## config.mk

```make
export PLATFORM = sky130hd
export DESIGN_NAME = hazard_ctrl_pipe
export DESIGN_NICKNAME = d
export VERILOG_FILES = /design/src/rtl/hazard_ctrl_pipe.sv
export SDC_FILE = /design/constraint.sdc
export NUM_CORES = 1
export LEC_CHECK = 0
export BUFFER_PORTS_ARGS = -buffer_cell sky130_fd_sc_hd__buf_2
export CAP_MARGIN = 20
export CORE_MARGIN = 5
export CORE_UTILIZATION = 42
export CTS_CLUSTER_SIZE = 24
export DETAILED_ROUTE_END_ITERATION = 8
export GPL_TIMING_DRIVEN = 1
export HOLD_SLACK_MARGIN = 0.12
export PLACE_DENSITY_LB_ADDON = 0.05
export SLEW_MARGIN = 10
export SYNTH_ARGS = -nofsm -noshare
export SYNTH_HDL_FRONTEND = slang
export SYNTH_SLANG_ARGS = --single-unit
```

## constraint.sdc

```tcl
create_clock -name clk -period 1.25 [get_ports clk]
set_input_delay 0.0625 -clock clk [delete_from_list [all_inputs] [get_ports clk]]
set_output_delay 0.0625 -clock clk [all_outputs]
set_load 0.1 [all_outputs]
```

## src/rtl/hazard_ctrl_pipe.sv

```systemverilog
// hazard_ctrl_pipe: D->E->M->W control pipeline registers with forwarding, stall and flush generation.
module hazard_ctrl_pipe (
  input  logic       clk,
  input  logic       reset,
  input  logic       PCSD,
  input  logic       RegWD,
  input  logic       MemWD,
  input  logic       BranchD,
  input  logic       MemtoRegD,
  input  logic       ALUSrcD,
  input  logic       BEDmemD,
  input  logic       BLD,
  input  logic [3:0] ALUControlD,
  input  logic [3:0] CondD,
  input  logic [1:0] FlagWD,
  input  logic [3:0] RA1D,
  input  logic [3:0] RA2D,
  input  logic [3:0] WA3D,
  input  logic       PCSrcEO,
  input  logic       RegWriteEO,
  input  logic       MemWriteEO,
  input  logic       BranchEO,
  output logic [3:0] CondE,
  output logic [1:0] FlagWE,
  output logic       PCSE,
  output logic       RegWE,
  output logic       MemWE,
  output logic       BranchE,
  output logic       MemtoRegE,
  output logic       ALUSrcE,
  output logic       BEDmemE,
  output logic       BLE,
  output logic [3:0] ALUControlE,
  output logic       RegWriteM,
  output logic       MemWriteM,
  output logic       MemtoRegM,
  output logic       PCSrcM,
  output logic       BEDmemM,
  output logic       BLM,
  output logic [3:0] WA3M,
  output logic       RegWriteW,
  output logic       MemtoRegW,
  output logic       PCSrcW,
  output logic       BLW,
  output logic [3:0] WA3W,
  output logic [1:0] ForwardAE,
  output logic [1:0] ForwardBE,
  output logic       StallF,
  output logic       StallD,
  output logic       FlushD,
  output logic       FlushE
);
  logic [3:0] ra1_e, ra2_e, wa3_e;
  logic       ldrstall, pcpend;
  always_ff @(posedge clk or posedge reset)
    if (reset)
      {PCSE, RegWE, MemWE, BranchE, MemtoRegE, ALUSrcE, BEDmemE, BLE, ALUControlE, CondE, FlagWE,
       ra1_e, ra2_e, wa3_e} <= '0;
    else if (FlushE)
      {PCSE, RegWE, MemWE, BranchE, MemtoRegE, ALUSrcE, BEDmemE, BLE, ALUControlE, CondE, FlagWE,
       ra1_e, ra2_e, wa3_e} <= '0;
    else
      {PCSE, RegWE, MemWE, BranchE, MemtoRegE, ALUSrcE, BEDmemE, BLE, ALUControlE, CondE, FlagWE,
       ra1_e, ra2_e, wa3_e} <= {PCSD, RegWD, MemWD, BranchD, MemtoRegD, ALUSrcD, BEDmemD, BLD,
                                ALUControlD, CondD, FlagWD, RA1D, RA2D, WA3D};
  // E->M takes the condition-gated results, so a failed condition never writes
  always_ff @(posedge clk or posedge reset)
    if (reset)
      {RegWriteM, MemWriteM, PCSrcM, MemtoRegM, BEDmemM, BLM, WA3M} <= '0;
    else
      {RegWriteM, MemWriteM, PCSrcM, MemtoRegM, BEDmemM, BLM, WA3M} <=
        {RegWriteEO, MemWriteEO, PCSrcEO, MemtoRegE, BEDmemE, BLE, wa3_e};
  always_ff @(posedge clk or posedge reset)
    if (reset)
      {RegWriteW, MemtoRegW, PCSrcW, BLW, WA3W} <= '0;
    else
      {RegWriteW, MemtoRegW, PCSrcW, BLW, WA3W} <= {RegWriteM, MemtoRegM, PCSrcM, BLM, WA3M};
  assign ForwardAE = (RegWriteM && ra1_e == WA3M) ? 2'b10 :
                     (RegWriteW && ra1_e == WA3W) ? 2'b01 : 2'b00;
  assign ForwardBE = (RegWriteM && ra2_e == WA3M) ? 2'b10 :
                     (RegWriteW && ra2_e == WA3W) ? 2'b01 : 2'b00;
  assign ldrstall = MemtoRegE & RegWE & ((RA1D == wa3_e) | (RA2D == wa3_e));
  assign pcpend   = PCSD | PCSE | PCSrcM;
  assign StallF   = ldrstall | pcpend;
  assign StallD   = ldrstall;
  assign FlushD   = pcpend | PCSrcW | BranchEO;
  assign FlushE   = ldrstall | BranchEO;
endmodule
```

==> impl_metrics.csv <==
group,metric,value,unit
status,outcome,"finished with violations",
status,failed_checks,"negative setup slack",
logic_synthesis,yosysTopAreaCell,"dfrtp_1",
cells_and_area,num_antenna_cells,0,
logic_synthesis,synth.most_common_cell,"dfrtp_1",
worst_setup_path,crit_type,"flop to primary output",
cells_and_area,multi_input_area,802,µm²
min_path,hold_class,"input pin to flop",
detailed_routing,vias,1509,
global_routing,antenna_found_initial,0,
sta,hold_violations,0,
power_and_ir_drop,irDropWorstVdd,0.786,mV
cells_and_area,drive_above_1_share,62.1,%
clock_tree,h-tree-depth,2,
worst_setup_path,path_max_fanout,5,
sta,worst_slack,-0.520,ns
worst_setup_path,path_cells,"xnor2_1 > nand4_1 > a21oi_4 > buf_12 > nand2b_4 > buf_12",
clock_tree,clk_pin_slew,0.08,ns
global_routing,grt_max_degree,49,
placement,placed_area,2790,µm²
die,die_x,76.3,µm
placement,place_ws,-0.294,ns
placement,numPortBuffers,79,
cells_and_area,finalInstanceArea,3480,µm²
logic_synthesis,yosysSeqAreaShare,65.1,%
detailed_routing,wire_per_inst,15.8,µm
worst_setup_path,cp.required,1.19,ns
die,ios,80,
worst_setup_path,reg2reg_setup_slack,-0.49,ns
cells_and_area,area_growth,88.7,%
logic_synthesis,synth_cell_types,19,
logic_synthesis,synthTopCellsByArea,"dfrtp_1 (65%), nor3b_1 (8.5%), nor3b_2 (6.1%), xnor2_1 (5.7%), xor2_1 (5.7%)",
worst_setup_path,cpMaxStageDelayCell,"dfrtp_1",
worst_setup_path,critPathMostFrequentCell,"buf_12",
clock_tree,cts_sinks,48,
die,dieArea,5820,µm²
global_routing,grt-ovfl-total,0,
power_and_ir_drop,p_per_area,1140,nW/µm²
logic_synthesis,synth-seq-cells,48,
detailed_routing,drt_iter0_markers,74,
placement,dp_cells,268,
logic_synthesis,synth_edf_count,0,
global_routing,gr-usage-all-layers,18.5,%
detailed_routing,ant_nets,0,
worst_setup_path,cp_slowest_stage_delay,0.44,ns
logic_synthesis,yosysWarnings,0,
global_routing,grt_pass1_vias,1720,
die,initial_utilization,43.0,%
sta,skew,0.00690,ns
detailed_routing,viasPerCell,4.70,
worst_setup_path,end_kind,"primary output",
logic_synthesis,synth_fp_nets,164,
clock_tree,insertion_delay,0.30,ns
cells_and_area,stdcell_count,321,
clock_tree,cts_buffer_depth,2,
logic_synthesis,synthTopCellsByCount,"dfrtp_1 (48), nor3b_1 (21), xnor2_1 (12), xor2_1 (12), nor3b_2 (9)",
worst_setup_path,arrival,1.71,ns
detailed_routing,drcViolationCount,0,
logic_synthesis,postSynth.asyncResetShare,100,%
placement,gp_congestion,0.870,
logic_synthesis,post-synth-top-area-fraction,65.1,%
sta,fin_crit,1.77,ns
cells_and_area,final_nets,304,
global_routing,grt_pass1_wl,8510,µm
logic_synthesis,syn_inst,128,
logic_synthesis,avgSynthCellArea,14.4,µm²
sta,rsz0062_at_grt,"true",
sta,worst_pin_slew,0.507,ns
cells_and_area,nFillCells,256,
logic_synthesis,synth-main-ff-cell,"dfrtp_1",
clock_tree,cts_root_buf,"clkbuf_8",
detailed_routing,drt_pass1_iterations,4,
die,die_y,76.3,µm
flow_run,drv_cap,0,
detailed_routing,drt_wl_total,5060,µm
sta,finalMaxSlewViolations,0,
logic_synthesis,netlist_area,1850,µm²
clock_tree,cts_buffers,5,
cells_and_area,register_area,1220,µm²
clock_tree,cts_tree,"done",
die,rows,24,
worst_setup_path,startpoint_type,"flop",
sta,setup_viol,38,
sta,timing.fmax,565,MHz
die,core_area,4290,µm²
power_and_ir_drop,power_leakage,1.65,nW
sta,relSlewSlack,66.4,%
sta,fin_crit_sh,142,%
==> cells by family after synthesis <==
| logic type | after synthesis | synth area share (%) |
|---|---|---|
| XOR/XNOR | 24 | 11.4 |
| AO/OA/AOI/OAI | 1 | 0.882 |
| flip-flops | 48 | 65.1 |
| buffers and inverters | 7 | 3.19 |
| AND/OR/NAND/NOR | 48 | 19.5 |
==> power by group <==
part / switching (mW) / internal [mW] / leakage (nW)
clock: 0.510 / 0.592 / 0.0541
combinational: 0.790 / 0.398 / 0.993
sequential: 0.0562 / 1.64 / 0.600
total: 1.36 / 2.63 / 1.65
==> repair_timing <==
action                                  CTS  global route
setup buffers                             6             6
resized for setup                        13            15
endpoints found under the setup margin   39            40
hold buffers                             34             0
cloned                                    3             0
hold endpoints to repair                 81             0
pin swaps                                10             8
==> state kept, by name, summed over array words and instances (netlist names), 2 cells and up <==
name and cells:
ALUControlE 4, CondE 4, WA3M 4, WA3W 4, ra1_e 4, ra2_e 4, wa3_e 4, FlagWE 2
==> cell usage in the layout, fill, tap and decap left out, drive strengths merged, types with 3 or more instances in the layout <==
master,n
clkbuf,6
nor3b,30
xnor2,12
dlygate4sd3,34
xor2,12
buf,104
nor3,3
dfrtp,48
nor2,3
nand2,4
==> layout make-up <==
type,count,share of cell area [%]
clock buffer,5,1.98
tap,52,1.87
clock inverter,3,1.22
inverter,1,0.108
timing repair buffer,139,36.7
sequential,48,35.1
multi-input combinational,73,23.0
==> critical path, delay by kind of cell (launching register included) <==
kind,cells,cell delay [ns]
xor gates and xnor gates,1,0.20
DFF,1,0.44
AOI/OAI and AO/OA,1,0.18
buffers and inverters,2,0.30
and+or+nand+nor,2,0.29
==> path summary, 6_finish.rpt <==
kind | start | end | cells past startpoint
setup / recovery | wa3_e[1] | StallF | 6
hold / removal | BranchEO | CondE[3] | 3
setup reg to reg | wa3_e[1] | ra1_e[3] | 9
hold reg to reg | BEDmemE | BEDmemM | 0
max in group asynchronous | reset | MemtoRegE | 4
min in group asynchronous | reset | MemtoRegM | 4
==> per-stage QoR <==
stage,total power [mW],util (%),TNS (ns),hold WS [ns]
after global placement,2.77,65.0,-5.85,0.113
after floorplan,2.48,-,-8.04,0.0939
after global routing,4.15,81.1,-17.59,0.262
after detailed placement,2.79,65.0,-8.02,0.120
final,3.98,81.1,-14.53,0.245
after CTS,4.00,79.9,-11.52,0.223
==> metal layers <==
layer | vias to the layer above | track usage (%) | wire length (µm)
met5 | - | 0 | 0
met4 | 0 | 8.74 | 129
met3 | 11 | 6.03 | 328
met2 | 55 | 32.2 | 2760
met1 | 736 | 20.2 | 1840
li1 | 707 | - | -
Power figures use the tool's default switching activity.
